## config.mk

```make
export PLATFORM = sky130hd
export DESIGN_NAME = fifo_sync_flags_flat
export DESIGN_NICKNAME = d
export VERILOG_FILES = /design/src/rtl/fifo_sync_flags_if.sv /design/src/rtl/fifo_sync_flags.sv /design/src/flat_wrapper.sv
export SDC_FILE = /design/constraint.sdc
export NUM_CORES = 1
export LEC_CHECK = 0
export ABC_CLOCK_PERIOD_IN_PS = 15100
export CORE_MARGIN = 2
export CORE_UTILIZATION = 45
export DETAILED_ROUTE_END_ITERATION = 7
export GPL_ROUTABILITY_DRIVEN = 0
export SYNTH_ARGS = -nofsm -noshare
export SYNTH_HDL_FRONTEND = slang
export SYNTH_SLANG_ARGS = --single-unit
```

## constraint.sdc

```tcl
create_clock -name in_clk -period 15.1 [get_ports in_clk]
set_clock_uncertainty 0.05 [all_clocks]
set_input_delay 1.51 -clock in_clk [delete_from_list [all_inputs] [get_ports in_clk]]
set_output_delay 1.51 -clock in_clk [all_outputs]
set_load 0.1 [all_outputs]
```

## src/rtl/fifo_sync_flags_if.sv

```systemverilog
`default_nettype none
// ============================================================================
//  Module   : fifo_sync_flags_if
//  Purpose  : Bundle of the producer/consumer signals of fifo_sync_flags.
//             master = the side driving writes, reads and flush,
//             slave  = the FIFO itself.
//  Revision : 1.0  initial release
// ============================================================================
interface fifo_sync_flags_if #(
    parameter int W = 32,
    parameter int D = 8
) ();
    localparam int CW = $clog2(D + 1);

    logic          in_clr;
    logic [W-1:0]  in_data;
    logic          in_w_en;
    logic          in_r_en;
    logic [W-1:0]  o_data;
    logic          o_valid;
    logic          o_full;
    logic          o_empty;
    logic          o_afull;
    logic          o_aempty;
    logic [CW-1:0] o_count;
    logic          o_ovf;
    logic          o_udf;

    modport master (
        output in_clr, in_data, in_w_en, in_r_en,
        input  o_data, o_valid, o_full, o_empty, o_afull, o_aempty,
               o_count, o_ovf, o_udf
    );

    modport slave (
        input  in_clr, in_data, in_w_en, in_r_en,
        output o_data, o_valid, o_full, o_empty, o_afull, o_aempty,
               o_count, o_ovf, o_udf
    );
endinterface
`default_nettype wire

```

## src/rtl/fifo_sync_flags.sv

```systemverilog
`default_nettype none
// ============================================================================
//  Module   : fifo_sync_flags
//  Purpose  : Single-clock FIFO of any depth D (all D entries usable) with
//             occupancy count, almost-full/almost-empty thresholds, sticky
//             overflow/underflow flags and a synchronous flush.
//  Config   : FIFO_FWFT_EN defined   -> first-word-fall-through read port
//             FIFO_FWFT_EN undefined -> registered (standard) read port
//  Revision : 1.0  initial release
// ============================================================================
module fifo_sync_flags #(
    parameter int W      = 32,
    parameter int D      = 8,
    parameter int AF_LVL = 6,
    parameter int AE_LVL = 2
) (
    input  wire logic          in_clk,
    input  wire logic          in_rst_n,
    fifo_sync_flags_if.slave   bus
);
    localparam int            CW     = $clog2(D + 1);
    localparam int            PW     = (D > 1) ? $clog2(D) : 1;
    localparam logic [CW-1:0] C_D    = CW'(D);
    localparam logic [CW-1:0] C_AF   = CW'(AF_LVL);
    localparam logic [CW-1:0] C_AE   = CW'(AE_LVL);
    localparam logic [CW-1:0] C_ONE  = CW'(1);
    localparam logic [PW-1:0] C_PMAX = PW'(D - 1);
    localparam logic [PW-1:0] C_PONE = PW'(1);

    logic [W-1:0]  mem_q [D];
    logic [PW-1:0] wr_ptr_q, wr_ptr_d;
    logic [PW-1:0] rd_ptr_q, rd_ptr_d;
    logic [CW-1:0] count_q,  count_d;
    logic          ovf_q,    ovf_d;
    logic          udf_q,    udf_d;

    logic          w_full;
    logic          w_empty;
    logic          w_rd_ok;
    logic          w_wr_ok;
    logic          w_rd_pop;
    logic          w_wr_push;

    // Flags are pure decodes of the registered occupancy.
    assign w_full   = (count_q == C_D);
    assign w_empty  = (count_q == '0);

    // A read needs a stored word; a write on full rides on a same-cycle read.
    assign w_rd_ok   = bus.in_r_en & ~w_empty;
    assign w_wr_ok   = bus.in_w_en & (~w_full | w_rd_ok);
    // Flush wins over any transfer in the same cycle.
    assign w_rd_pop  = w_rd_ok & ~bus.in_clr;
    assign w_wr_push = w_wr_ok & ~bus.in_clr;

    assign bus.o_full   = w_full;
    assign bus.o_empty  = w_empty;
    assign bus.o_afull  = (count_q >= C_AF);
    assign bus.o_aempty = (count_q <= C_AE);
    assign bus.o_count  = count_q;
    assign bus.o_ovf    = ovf_q;
    assign bus.o_udf    = udf_q;

    // Next-state for pointers (explicit wrap at D-1), count and error flags.
    always_comb begin
        wr_ptr_d = wr_ptr_q;
        rd_ptr_d = rd_ptr_q;
        count_d  = count_q;
        ovf_d    = ovf_q | (bus.in_w_en & ~w_wr_ok);
        udf_d    = udf_q | (bus.in_r_en & ~w_rd_ok);
        if (bus.in_clr) begin
            wr_ptr_d = '0;
            rd_ptr_d = '0;
            count_d  = '0;
            ovf_d    = 1'b0;
            udf_d    = 1'b0;
        end else begin
            if (w_wr_push) begin
                wr_ptr_d = (wr_ptr_q == C_PMAX) ? '0 : wr_ptr_q + C_PONE;
            end
            if (w_rd_pop) begin
                rd_ptr_d = (rd_ptr_q == C_PMAX) ? '0 : rd_ptr_q + C_PONE;
            end
            if (w_wr_push && !w_rd_pop) begin
                count_d = count_q + C_ONE;
            end else if (w_rd_pop && !w_wr_push) begin
                count_d = count_q - C_ONE;
            end
        end
    end

    // Control state registers.
    always_ff @(posedge in_clk or negedge in_rst_n) begin
        if (!in_rst_n) begin
            wr_ptr_q <= '0;
            rd_ptr_q <= '0;
            count_q  <= '0;
            ovf_q    <= 1'b0;
            udf_q    <= 1'b0;
        end else begin
            wr_ptr_q <= wr_ptr_d;
            rd_ptr_q <= rd_ptr_d;
            count_q  <= count_d;
            ovf_q    <= ovf_d;
            udf_q    <= udf_d;
        end
    end

    // Storage array; contents are intentionally left unreset.
    always_ff @(posedge in_clk) begin
        if (w_wr_push) begin
            mem_q[wr_ptr_q] <= bus.in_data;
        end
    end

`ifdef FIFO_FWFT_EN
    // Head entry is shown directly; a read acknowledges and pops it.
    assign bus.o_data  = mem_q[rd_ptr_q];
    assign bus.o_valid = ~w_empty;
`else
    logic [W-1:0] data_q;
    logic         valid_q;

    // Registered read port: data lands at the edge, valid pulses one cycle.
    always_ff @(posedge in_clk or negedge in_rst_n) begin
        if (!in_rst_n) begin
            data_q  <= '0;
            valid_q <= 1'b0;
        end else begin
            valid_q <= w_rd_pop;
            if (w_rd_pop) begin
                data_q <= mem_q[rd_ptr_q];
            end
        end
    end

    assign bus.o_data  = data_q;
    assign bus.o_valid = valid_q;
`endif

endmodule
`default_nettype wire
```

## src/flat_wrapper.sv

```systemverilog
// flat-port wrapper written by rule: the top's interface ports become plain ports
module fifo_sync_flags_flat 
#(
    parameter int W      = 32,
    parameter int D      = 8,
    parameter int AF_LVL = 6,
    parameter int AE_LVL = 2
)
  (in_clk, in_rst_n, bus_in_clr, bus_in_data, bus_in_w_en, bus_in_r_en, bus_o_data, bus_o_valid, bus_o_full, bus_o_empty, bus_o_afull, bus_o_aempty, bus_o_count, bus_o_ovf, bus_o_udf);
  fifo_sync_flags_if #(.W(W), .D(D)) bus_i ();
  input  wire logic in_clk;
  input  wire logic in_rst_n;
  input wire logic [$bits(bus_i.in_clr)-1:0] bus_in_clr;
  input wire logic [$bits(bus_i.in_data)-1:0] bus_in_data;
  input wire logic [$bits(bus_i.in_w_en)-1:0] bus_in_w_en;
  input wire logic [$bits(bus_i.in_r_en)-1:0] bus_in_r_en;
  output wire logic [$bits(bus_i.o_data)-1:0] bus_o_data;
  output wire logic [$bits(bus_i.o_valid)-1:0] bus_o_valid;
  output wire logic [$bits(bus_i.o_full)-1:0] bus_o_full;
  output wire logic [$bits(bus_i.o_empty)-1:0] bus_o_empty;
  output wire logic [$bits(bus_i.o_afull)-1:0] bus_o_afull;
  output wire logic [$bits(bus_i.o_aempty)-1:0] bus_o_aempty;
  output wire logic [$bits(bus_i.o_count)-1:0] bus_o_count;
  output wire logic [$bits(bus_i.o_ovf)-1:0] bus_o_ovf;
  output wire logic [$bits(bus_i.o_udf)-1:0] bus_o_udf;
  assign bus_i.in_clr = bus_in_clr;
  assign bus_i.in_data = bus_in_data;
  assign bus_i.in_w_en = bus_in_w_en;
  assign bus_i.in_r_en = bus_in_r_en;
  assign bus_o_data = bus_i.o_data;
  assign bus_o_valid = bus_i.o_valid;
  assign bus_o_full = bus_i.o_full;
  assign bus_o_empty = bus_i.o_empty;
  assign bus_o_afull = bus_i.o_afull;
  assign bus_o_aempty = bus_i.o_aempty;
  assign bus_o_count = bus_i.o_count;
  assign bus_o_ovf = bus_i.o_ovf;
  assign bus_o_udf = bus_i.o_udf;
  fifo_sync_flags #(.W(W), .D(D), .AF_LVL(AF_LVL), .AE_LVL(AE_LVL)) u_core (.in_clk(in_clk), .in_rst_n(in_rst_n), .bus(bus_i));
endmodule
```

==> After elaboration in Yosys (flattened, before gate mapping) <==
Memories as Yosys holds them, arrays and structs flattened. A register that Yosys moved wholly into a read port is not among the register bits.
Index checks and enable logic that the tools add are counted.
{ "word_totals": {"ff_bits": 13, "mem_bits_rw": 256, "output_inout_bits": 43, "elab_cells": 52, "mem_count": 1} }
{ "mem_list": {"columns": ["memory", "words", "width", "read_ports", "rd_clocked_by_memory_dff", "write_ports", "line_no", "rtl"], "rows": [
  ["u_core.mem_q", 8, 32, 1, 1, 1, "fifo_sync_flags.sv:30", "logic [W-1:0] mem_q [D];"]
]} }
{ "classes": {"n_addsub": 4, "n_lt_le_gt_ge": 2, "n_eq_ne": 3, "mux": 13, "bitwise_logic": 14, "n_reduce_logical": 9} }
{ "ops": {"columns": ["operator", "count"], "rows": [
  ["3-bit 2-to-1 mux", 6],
  ["4-bit 2-to-1 mux", 3],
  ["3-bit by 1-bit adder with 3-bit output, second input constant", 2],
  ["1-bit AND", 6],
  ["3-bit == test, second input constant", 2],
  ["1-bit inverter", 5],
  ["4-bit by 1-bit adder with 4-bit output, second input constant", 1],
  ["4-bit == test, second input constant", 1],
  ["4-bit by 3-bit greater-or-equal comparator with 1-bit output, second input constant", 1],
  ["4-bit by 2-bit less-or-equal comparator with 1-bit output, second input constant", 1],
  ["4-bit logical NOT", 1],
  ["1-bit 2-to-1 mux", 4],
  ["2-bit nonzero test", 2],
  ["4-bit by 1-bit subtractor with 4-bit output, second input constant", 1],
  ["1-bit logical NOT", 3],
  ["1-bit OR", 3],
  ["3-bit nonzero test", 1],
  ["1-bit logical AND", 2]
]} }

==> Logic depth before layout (Yosys ltp) <==
Gate-level depths: netlist of the first run.
{ "logic_depth": {"word_depth": 11, "depth_mapped": 8, "mapped_depth_nobuf": 7} }

==> Worst setup path before layout of the first run <==
No wires, ideal clock.
{ "synth_path": {"path_kind": "in2reg", "from": "in bus_in_w_en", "to": "mem u_core.mem_q[0][0] (enable)", "setup_ns": 0.513, "arrival_time_ns": 5.182, "required_ns": 14.537, "setup_slack_ns": 9.355, "path_stages": 3, "n_path_buf": 1, "cell_sequence": "buf_2 -> o21ai_4 -> nor4b_1"} }
{ "synth_via": {"elab_chain_cells": 4} }
{ "synth_rtl": {"columns": ["element", "line_no", "rtl"], "rows": [
  ["start, declared", "flat_wrapper.sv:15", "input wire logic [$bits(bus_i.in_w_en)-1:0] bus_in_w_en;"],
  ["1-bit AND", "fifo_sync_flags.sv:50", "assign w_wr_ok = bus.in_w_en & (~w_full | w_rd_ok);"],
  ["1-bit AND", "fifo_sync_flags.sv:53", "assign w_wr_push = w_wr_ok & ~bus.in_clr;"],
  ["1-bit 2-to-1 mux", "fifo_sync_flags.sv:110", "if (w_wr_push) begin"],
  ["1-bit 2-to-1 mux (implied by the code)", "fifo_sync_flags.sv:111", "mem_q[wr_ptr_q] <= bus.in_data;"],
  ["end, declared", "fifo_sync_flags.sv:30", null]
]} }
Every way passes these cells.

==> Worst setup path in the final report of the first run <==
{ "layout_path": {"from": "reg u_core.count_q[1] (netlist: u_core.bus.o_count[1])", "to": "out bus_o_full"} }
{ "layout_via": {"elab_chain_cells": 1} }
{ "layout_rtl": {"columns": ["element", "line_no", "rtl"], "rows": [
  ["start, declared", "fifo_sync_flags.sv:33", "logic [CW-1:0] count_q, count_d;"],
  ["start signal, assigned", "fifo_sync_flags.sv:102", "count_q <= count_d;"],
  ["4-bit == test", "fifo_sync_flags.sv:45", "assign w_full = (count_q == C_D);"],
  ["end, declared", "flat_wrapper.sv:19", "output wire logic [$bits(bus_i.o_full)-1:0] bus_o_full;"]
]} }
Every way passes these cells.

==> summary.md, run 1 <==
| Metric | Value |
|---|---|
| Vias in the first global route | `5800` |
| Pwr Density | `189 mW/mm2` |
| Post-synth top area share | `66.6%` |
| Ys Warns | `0` |
| Sequential Power Share | `39.7%` |
| Multi-input gate area | `0.00261 mm2` |
| Cells after synthesis | `between 500 and 600` |
| Grt ovf | `0` |
| Post-synth EDFFs | `256` |
| Setup TNS Final | `0 ns` |
| CTS clk-pin slew, worst paths | `approximately 0.060 ns` |
| Postcts setup bufs | `0` |
| Clock Tree Buf Depth | `3` |
| Clk pwr share | `~28%` |
| Clock root buffer | `clkbuf_16` |
| Area contributors post-synth | `edfxtp_1 67%, mux4_2 12%, dfrtp_1 9.8%` |
| Setup crit end kind | `primary output` |
| Core ar. | `about 0.025 mm2` |
| Synth Register Bits | `301` |
| Htree depth | `1` |
| Slowest-stage cell, CP | `clkdlybuf4s50_1` |
| Via-to-Cell Ratio | `5.41` |
| Critical Path Max Stage Delay | `1.13 ns` |
| Stages on the worst setup path | `3` |
| Skew-Pair Late Insertion Delay | `0.54 ns` |
| Initial DRC Count | `380` |
| CP arrival | `2.90 ns` |
| Initial antenna violation count | `0` |
| All-Layer GR Usage | `17.0%` |
| Reg area | `between 0.008 and 0.009 mm2` |
| Endpoints failing setup | `0` |
| Global-route wire length before repair | `34300 um` |
| Critical Path Source Type | `register` |
| Tcrit/Tclk final | `29.5%` |
| Top FF cell, synth | `edfxtp_1` |
| Wire length per cell | `21.7 um` |
| Slew Viols, Final | `0` |
| Row count | `58` |
| Drt first pass iters | `4` |
| Post-CTS sizing | `0` |
| IO Port Bufs | `79` |
| Slew HR | `21.2%` |
| Min Clock Period, post-route | `4.46 ns` |
| Initial Utilization | `roughly 46%` |
| Syn_nets | `613` |
| Fraction of layout cells with a size suffix above 1 | `20.7%` |
| Fmax | `224 MHz` |
| Final Hold Fails | `0` |
| Crit path cell chain | `or4b_4 -> inv_1 -> clkdlybuf4s50_1` |
| Worst hold margin | `0.472 ns` |
| Switching pwr | `949 uW` |
| DR vias | `between 5000 and 6000` |
| Total Nets Final | `705` |
| # diodes | `0` |
| Peak supply drop | `0.000172 V` |
| Netlist cell types | `38` |
| Post-CTS Hold Buffers | `0` |
| Routed Antenna Nets | `0` |
| # IOs | `80` |
| CP Class | `register to primary output` |
| Largest net degree at the start of global routing | `66` |
| DIE AREA | `0.0270 mm2` |
| WP data required | `13.54 ns` |
| Most frequent cell after synthesis | `edfxtp_1` |
| Total leakage power | `4.44 nW` |
| DRT Wirelength | `around 22000 um` |
| Worst-path fanout max | `11` |
| Post-synthesis average cell area | `~20 um2` |
| Post-route DRC | `0` |
| Max cap viols | `0` |
| P&R area growth vs syn | `18.9%` |
| Sw frac | `a little over a third` |
| Async S/R FF share, synth | `15.0%` |
| Cell taking the most area after synthesis | `edfxtp_1` |
| Combinational power share | `32.3%` |
| Worst hold path type | `register to register` |
| Least-Margin Pin Slew | `between 1 and 1.5 ns` |
| Cell Area, Synth | `0.0115 mm2` |
| Reg2Reg Depth | `4` |
| CP Buf/Inv Count | `2` |
| Commonest cells in the netlist | `256 x edfxtp_1, 64 x mux4_2, 47 x nor2_1` |
| Hold path depth | `2` |
| Status | `finished clean` |
| Seq/Total Area, Yosys | `76.3%` |
| Top delay family on crit path | `buffers and inverters` |
| TritonCTS Buffers | `30` |
| # clock sinks | `301` |
| Hpwl dp | `12500 um` |
| Fill cells | `1927` |
| DIE WIDTH | `164 um` |
| Clock tree from TritonCTS | `done` |
| Internal | `1.65 mW` |
| RSZ-0062 raised after global routing | `no` |
| Die Y | `around 160 um` |
## per-layer routing
layer | vias up | GRT usage, % | wire length, um
li1 | 2477 | - | -
met3 | 27 | 2.58 | 960
met5 | - | 0 | 0
met4 | 0 | 3.95 | 284
met1 | 2879 | 23.3 | 9420
met2 | 109 | 29.0 | 11400
## metrics by stage
stage               instance area (um2)  setup slack, ns  cells  util [%]  power [mW]
finish                            13700            10.64   1015      54.5        2.60
global route                      13700            10.55   1015      54.5        2.70
CTS                               13700            10.62   1015      54.5        2.63
detailed placement                12700            10.63    959      50.6        1.90
global placement                  12700            10.73    959      50.6        1.89
floorplan                         11500             9.36    569         -        1.70
## power by group through the flow
stage	registers, mW	logic (mW)	clock network [mW]
after CTS	1.03	0.850	0.743
final	1.03	0.839	0.725
after global placement	1.04	0.840	0
after floorplan	1.37	0.331	0
after global routing	1.04	0.886	0.771
after detailed placement	1.05	0.848	0
## final cells by class
| class | count | share of cell area, % |
|---|---|---|
| Tap cell | 330 | 3.01 |
| Clock buffer | 40 | 6.19 |
| Timing Repair Buffer | 92 | 6.44 |
| Clock inverter | 16 | 0.966 |
| Inverter | 4 | 0.109 |
| Multi-Input combinational cell | 232 | 19.0 |
| Sequential cell | 301 | 64.3 |
## flip-flops by register name (all words and copies together) (netlist names)
name / cells
u_core.bus.o_udf: 1
u_core.bus.o_data: 32
u_core.bus.o_valid: 1
u_core.rd_ptr_q: 3
u_core.bus.o_count: 4
u_core.mem_q: 256
u_core.wr_ptr_q: 3
u_core.bus.o_ovf: 1
## placed cells by master (no fill, tap or decap), types with 4 or more instances in the layout
cell             synthesis  routed
a21oi_1                 38      38
buf_4                    5      13
clkbuf_1                10       5
clkbuf_16                0      31
clkbuf_8                 0       4
clkdlybuf4s50_1          0      78
clkinv_2                 0       9
dfrtp_1                 45      42
edfxtp_1               256     256
ha_1                     6       6
inv_1                    4       4
mux2i_1                 36      36
mux4_2                  64      64
nand2_1                  5       5
nor2_1                  47      45
## worst paths after layout
path,end,slack [ns],startpoint
hold / removal,u_core.bus.o_data[17]$_DFFE_PN0P_,0.47,u_core.bus.o_data[17]$_DFFE_PN0P_
setup reg to reg,u_core.bus.o_data[5]$_DFFE_PN0P_,12.37,u_core.rd_ptr_q[0]$_DFFE_PN0P_
hold reg to reg,u_core.bus.o_data[17]$_DFFE_PN0P_,0.47,u_core.bus.o_data[17]$_DFFE_PN0P_
max in group asynchronous,u_core.rd_ptr_q[0]$_DFFE_PN0P_,13.45,in_rst_n
setup / recovery,bus_o_full,10.64,u_core.bus.o_count[1]$_DFFE_PN0P_
min in group asynchronous,u_core.bus.o_data[25]$_DFFE_PN0P_,1.05,in_rst_n
## kinds of logic after synthesis
family	share of synthesized area [%]
adder cells (fa/ha/maj)	0.824
AND/OR/NAND/NOR	2.92
AO/OA/AOI/OAI	2.57
XOR/XNOR	0.228
buffers and inverters	1.52
flip-flops	76.3
multiplexers	15.6
## worst register-to-register path, delay by kind of cell (launching register included)
kind,cells,cell delay [ns]
flops,1,0.84
compound gates,1,0.10
buf+inv,1,0.73
mux,2,0.87
Note: power is estimated with default switching activity, not from simulation.
==> inputs of run 2 (changes only) <==
Settings changed: ABC_CLOCK_PERIOD_IN_PS 15100 to 3700, PLACE_DENSITY set to 0.66.
Clock period 15.1 ns to 3.7 ns, I/O delays scaled along.
==> run 2 against run 1 <==
Against the previous run: clock power grew to 4.0 times the previous value; worst setup slack lost 9.9 ns; combinational power grew to 4.1 times the previous value; cell count grew 0.69%; largest cell class unchanged.
==> summary.md, run 2 (synthesis results as in run 1) <==
| Metric | Value |
|---|---|
| Status | `finished clean` |
| Min Clock Period, post-route | `2.92 ns` |
| DIE AREA | `0.0270 mm2 (unchanged)` |
| DR vias | `5588 (+1.7%)` |
| Worst-path fanout max | `10 (-1)` |
| Routed Antenna Nets | `0 (unchanged)` |
| DIE WIDTH | `164 um (unchanged)` |
| # IOs | `80 (unchanged)` |
| Most frequent cells in the layout | `256 x edfxtp_1, 76 x clkdlybuf4s50_1, 64 x mux4_2` |
| Hpwl dp | `12900 um (+3.2%)` |
| Grt ovf | `0 (unchanged)` |
| # diodes | `0 (unchanged)` |
| Slew HR | `29.0% (+7.8 points)` |
| Placed Cells | `965 (+0.63%)` |
| Tcrit/Tclk final | `79.0%` |
| Skew-Pair Late Insertion Delay | `0.54 ns (about the same)` |
| Row count | `58 (unchanged)` |
| Post-place setup slack | `0.674 ns (-9.96 ns)` |
| Via-to-Cell Ratio | `5.47 (+1.1%)` |
| RR Endpoint | `u_core.mem_q[7][15]$_DFFE_PP_` |
| CP arrival | `2.50 ns (-0.40 ns)` |
| Crit path from | `u_core.bus.o_count[0]$_DFFE_PN0P_` |
| Wire length per cell | `21.5 um (-1.2%)` |
| Clock tree from TritonCTS | `done` |
| Clock root buffer | `clkbuf_16` |
| Max cap viols | `0 (unchanged)` |
| CTS clk-pin slew, worst paths | `0.06 ns (about the same)` |
| Fmax | `about 340 MHz` |
| All-Layer GR Usage | `16.8% (-0.16 points)` |
| CP Class | `register to primary output` |
| Vias in the first global route | `5985 (+3.2%)` |
| Core ar. | `0.0252 mm2 (unchanged)` |
| Htree depth | `1 (unchanged)` |
| Pwr Density | `765 mW/mm2 (+300%)` |
| Fraction of layout cells with a size suffix above 1 | `20.2% (-0.50 points)` |
| RR Startpoint | `u_core.bus.o_count[1]$_DFFE_PN0P_` |
| Met1 GRT Util | `23.0% (-0.31 points)` |
| GRT busiest layer | `met2` |
| Peak supply drop | `0.000845 V (+390%)` |
| Setup TNS Final | `0 ns (unchanged)` |
| Total leakage power | `4.46 nW (+0.27%)` |
| DRT Wirelength | `21900 um (-0.49%)` |
| P&R area growth vs syn | `19.4%` |
| Reg2Reg Depth | `3 (-1)` |
| Total Nets Final | `712 (+0.99%)` |
| Max reg flops | `256 (unchanged)` |
| Final worst slack | `0.776 ns (-9.87 ns)` |
| Worst hold path type | `primary input to async pin` |
| Initial DRC Count | `446 (+17%)` |
| Critical Path Source Type | `register` |
| Global-route wire length before repair | `34300 um (about the same)` |
| Setup crit end kind | `primary output` |
| Endpoints failing setup | `0 (unchanged)` |
| Largest Register | `u_core.mem_q` |
| Initial Utilization | `45.8% (unchanged)` |
| RSZ-0062 raised after global routing | `no` |
| Clock Tree Buf Depth | `3 (unchanged)` |
| Post-route DRC | `0 (unchanged)` |
| Final Cell Area | `0.0138 mm2 (+0.46%)` |
| Least-Margin Pin Slew | `1.06 ns (-0.117 ns)` |
| Die Y | `164 um (unchanged)` |
| M3 GR Usage | `3.31% (+0.73 points)` |
| Final non-filler cell total | `1022 (+0.69%)` |
| Drt first pass iters | `4 (unchanged)` |
| Post-CTS sizing | `0 (unchanged)` |
| Fill cells | `1914 (-0.67%)` |
| Largest net degree at the start of global routing | `38 (-42%)` |
| Most common cell after layout, fill and taps aside | `edfxtp_1` |
| Final Hold Fails | `0 (unchanged)` |
| IO Port Bufs | `79 (unchanged)` |
| WP data required | `3.28 ns (-10.26 ns)` |
| Initial antenna violation count | `0 (unchanged)` |
| TritonCTS Buffers | `30 (unchanged)` |
| Met2 usage | `28.2% (-0.74 points)` |
| Area post-placement | `0.0128 mm2 (+0.77%)` |
| # clock sinks | `301 (unchanged)` |
| Slew Viols, Final | `0 (unchanged)` |
| FF-to-FF setup slack | `0.90 ns (-11.47 ns)` |
==> run 2: area by class of cell <==
type                       instances  area, um2  area share (%)
inverter                           4       15.0           0.109
multi-input combinational        232       2640            19.2
clock inverter                    12        114           0.826
tap                              330        413            2.99
timing repair buffer              99        958            6.95
sequential                       301       8820            64.0
clock buffer                      44        825            5.98
==> run 2: what timing repair did <==
item,CTS,global route
hold buffers,1,0
endpoints found under the hold margin,21,0
setup buffers,0,0
==> run 2: layer usage <==
| metal | routed length [um] | share of wire, % |
|---|---|---|
| met5 | 0 | 0 |
| met4 | 393 | 1.8 |
| met3 | 1260 | 5.8 |
| met2 | 10800 | 49 |
| met1 | 9490 | 43 |
==> run 2: worst max-delay path: stages (launching register included) <==
cell and delay, ns:
dfrtp_1 0.50, a211oi_1 0.29, clkdlybuf4s50_1 1.17
==> run 2: worst max-delay path by stage <==
stage                                        end  slack [ns]
floorplan           u_core.mem_q[2][0]$_DFFE_PP_       -0.52
global placement    u_core.mem_q[6][3]$_DFFE_PP_        0.76
detailed placement  u_core.mem_q[6][2]$_DFFE_PP_        0.67
CTS                                 bus_o_aempty        0.73
global route                        bus_o_aempty        0.65
finish                              bus_o_aempty        0.78
==> run 2: stage by stage <==
step                      total power, mW  util (%)  hold slack [ns]
final                                10.5      54.8            0.320
after global routing                 11.0      54.8            0.381
after CTS                            10.6      54.8            0.330
after detailed placement             7.77      51.0            0.364
after global placement               7.71      51.0            0.359
after floorplan                      6.93         -           0.0244
==> run 2: power by group <==
part           switching [mW]  total [mW]  internal [mW]
clock network            1.19        2.87           1.68
logic                    2.39        3.43           1.03
registers               0.293        4.25           3.95
==> inputs of run 3 (changes only) <==
Settings changed: ABC_CLOCK_PERIOD_IN_PS 3700 to 2500.
Clock period 3.7 ns to 2.5 ns, I/O delays scaled along.
==> run 3 against run 2 <==
Against the previous run: wire length increased by 0.43%; via count decreased by 0.41%; clock-buffer cell count decreased by 6; global-route usage increased by 0.080 points; core utilization increased by 0.89 points; worst hold slack got worse by 0.0075 ns; first-iteration DRC count increased by 8.5%; worst setup slack got worse by 0.64 ns; combinational power increased by 56%; critical path type is now register to register; non-clock buffer count increased by 11.
==> summary.md, run 3 (synthesis results as in run 1) <==
| Metric | Value |
|---|---|
| Status | `finished clean` |
| Area post-placement | `0.0130 mm2 (+1.3%)` |
| Critical Path Source Type | `register` |
| Total leakage power | `4.60 nW (+3.2%)` |
| Hpwl dp | `13200 um (+1.9%)` |
| # clock sinks | `301 (unchanged)` |
| Post-route DRC | `0 (unchanged)` |
| Final Cell Area | `0.0140 mm2 (+1.6%)` |
| Fill cells | `1867 (-2.5%)` |
| RSZ-0062 raised after global routing | `no` |
| Largest Register | `u_core.mem_q` |
| # diodes | `0 (unchanged)` |
| Worst-path fanout max | `32 (+22)` |
| TritonCTS Buffers | `31 (+3.3%)` |
| # IOs | `80 (unchanged)` |
| CP arrival | `2.47 ns (-0.03 ns)` |
| Most common cell after layout, fill and taps aside | `edfxtp_1` |
| Setup crit end kind | `register` |
| P&R area growth vs syn | `21.4%` |
| Endpoints failing setup | `0 (unchanged)` |
| Vias in the first global route | `5880 (-1.8%)` |
| Max cap viols | `0 (unchanged)` |
| Largest net degree at the start of global routing | `66 (+74%)` |
| Clock tree from TritonCTS | `done` |
| Worst hold path type | `primary input to async pin` |
| Max reg flops | `256 (unchanged)` |
| Min Clock Period, post-route | `between 2 and 2.5 ns` |
| Critical Path Max Stage Delay | `0.89 ns (-0.28 ns)` |
| Htree depth | `1 (unchanged)` |
| Wire length per cell | `21.3 um (-0.74%)` |
| Clock Tree Buf Depth | `3 (unchanged)` |
| Post-CTS sizing | `0 (unchanged)` |
| IO Port Bufs | `79 (unchanged)` |
| Post-place setup slack | `0.0403 ns (-0.634 ns)` |
| Slew HR | `22.7% (-6.3 points)` |
| Setup TNS Final | `0 ns (unchanged)` |
| Fmax | `422 MHz` |
| Global-route wire length before repair | `34300 um (-0.20%)` |
| Initial antenna violation count | `1 (+1)` |
| CP Buf/Inv Count | `1 (unchanged)` |
| Slew Viols, Final | `0 (unchanged)` |
| Reg area | `0.00883 mm2 (+0.17%)` |
| Clock root buffer | `clkbuf_16` |
| Routed Antenna Nets | `0 (unchanged)` |
| Initial Utilization | `45.8% (unchanged)` |
| Skew-Pair Late Insertion Delay | `0.54 ns (about the same)` |
| Core ar. | `0.0252 mm2 (unchanged)` |
| Pwr Density | `1140 mW/mm2 (+49%)` |
| Crit path cell chain | `or4b_4 -> o211ai_1 -> buf_4 -> nor2_4` |
| Total Nets Final | `724 (+1.7%)` |
| DIE AREA | `0.0270 mm2 (unchanged)` |
| Die Y | `164 um (unchanged)` |
| CP Class | `register to register` |
| Grt ovf | `0 (unchanged)` |
| WP data required | `2.60 ns (-0.68 ns)` |
| Via-to-Cell Ratio | `5.38 (-1.6%)` |
| Peak supply drop | `0.000991 V (+17%)` |
| CTS clk-pin slew, worst paths | `0.06 ns (about the same)` |
| Row count | `58 (unchanged)` |
| Initial DRC Count | `484 (+8.5%)` |
| Top delay family on crit path | `simple AND/OR/NAND/NOR gates` |
| Final worst slack | `0.132 ns (-0.644 ns)` |
| Drt first pass iters | `4 (unchanged)` |
| Final Hold Fails | `0 (unchanged)` |
| DR vias | `5565 (-0.41%)` |
| Most frequent cells in the layout | `256 x edfxtp_1, 64 x mux4_2, 64 x buf_4` |
| Fraction of layout cells with a size suffix above 1 | `30.8% (+11 points)` |
| DRT Wirelength | `22000 um (+0.43%)` |
| Slowest-stage cell, CP | `nor2_4` |
| Tcrit/Tclk final | `94.7%` |
| Multi-input gate area | `0.00273 mm2 (+3.4%)` |
| DIE WIDTH | `164 um (unchanged)` |
| All-Layer GR Usage | `16.9% (+0.080 points)` |
| Least-Margin Pin Slew | `1.16 ns (+0.0940 ns)` |
-- run 3: cell types whose count changed in the layout (fill, tap and decap cells not counted), moves of 5 or more --
cell	delta
buf_4	+45
clkdlybuf4s50_1	-41
a21oi_1	-15
a21oi_2	+15
buf_12	+7
clkbuf_1	-6
clkinv_2	+5
-- run 3: area by class of cell --
| cell class | instances | area share (%) |
|---|---|---|
| Tap cell | 330 | 2.95 |
| Clock inverter | 19 | 1.35 |
| Inverter | 4 | 0.107 |
| Sequential cell | 301 | 63.1 |
| Clock buffer | 38 | 5.72 |
| Multi-Input combinational cell | 232 | 19.5 |
| Timing Repair Buffer | 110 | 7.32 |
-- run 3: stage by stage --
stage | util, % | cells | hold slack [ns] | total power [mW]
6_report | 55.6 | 1034 | 0.312 | 15.9
2_1_floorplan | - | 569 | -0.0956 | 10.5
4_1_cts | 55.6 | 1034 | 0.336 | 16.1
3_3_place_gp | 51.7 | 976 | 0.360 | 11.6
3_5_place_dp | 51.7 | 976 | 0.373 | 11.7
5_1_grt | 55.6 | 1034 | 0.400 | 16.6
-- run 3: timing repair --
action / CTS / global route
endpoints found under the hold margin: 45 / 0
endpoints found under the setup margin: 0 / 0
hold buffers: 1 / 0
setup buffers: 0 / 0
-- run 3: worst register-to-register path, cell delays in order (launching register included) --
cell      delay (ns)
dfrtp_4         0.47
or4b_4          0.24
o211ai_1        0.12
buf_4           0.19
nor2_4          0.90
-- run 3: where the power goes --
part           total (mW)  internal [mW]  switching [mW]
Clock                4.45           2.67            1.78
Combinational        5.35           1.57            3.79
Sequential           6.14           5.88           0.268
Total                15.9           10.1            5.83
-- run 3: worst paths after layout --
kind                                                   start                                end  slack, ns  cells past startpoint
setup / recovery           u_core.bus.o_count[3]$_DFFE_PN0P_      u_core.mem_q[6][14]$_DFFE_PP_       0.13                      4
hold / removal                                      in_rst_n  u_core.bus.o_count[0]$_DFFE_PN0P_       0.31                      3
setup reg to reg           u_core.bus.o_count[3]$_DFFE_PN0P_      u_core.mem_q[6][14]$_DFFE_PP_       0.13                      4
min in group in_clk                           bus_in_data[8]       u_core.mem_q[7][8]$_DFFE_PP_       0.39                      1
max in group asynchronous                           in_rst_n     u_core.rd_ptr_q[0]$_DFFE_PN0P_       1.57                      3
hold reg to reg                   u_core.bus.o_ovf$_DFF_PN0_         u_core.bus.o_ovf$_DFF_PN0_       0.44                      2
-- run 3: per-layer routing --
| metal | wire length (um) | track usage [%] |
|---|---|---|
| met5 | 13 | 0 |
| met4 | 348 | 4.55 |
| met3 | 1460 | 2.78 |
| met2 | 10600 | 27.0 |
| met1 | 9620 | 24.4 |
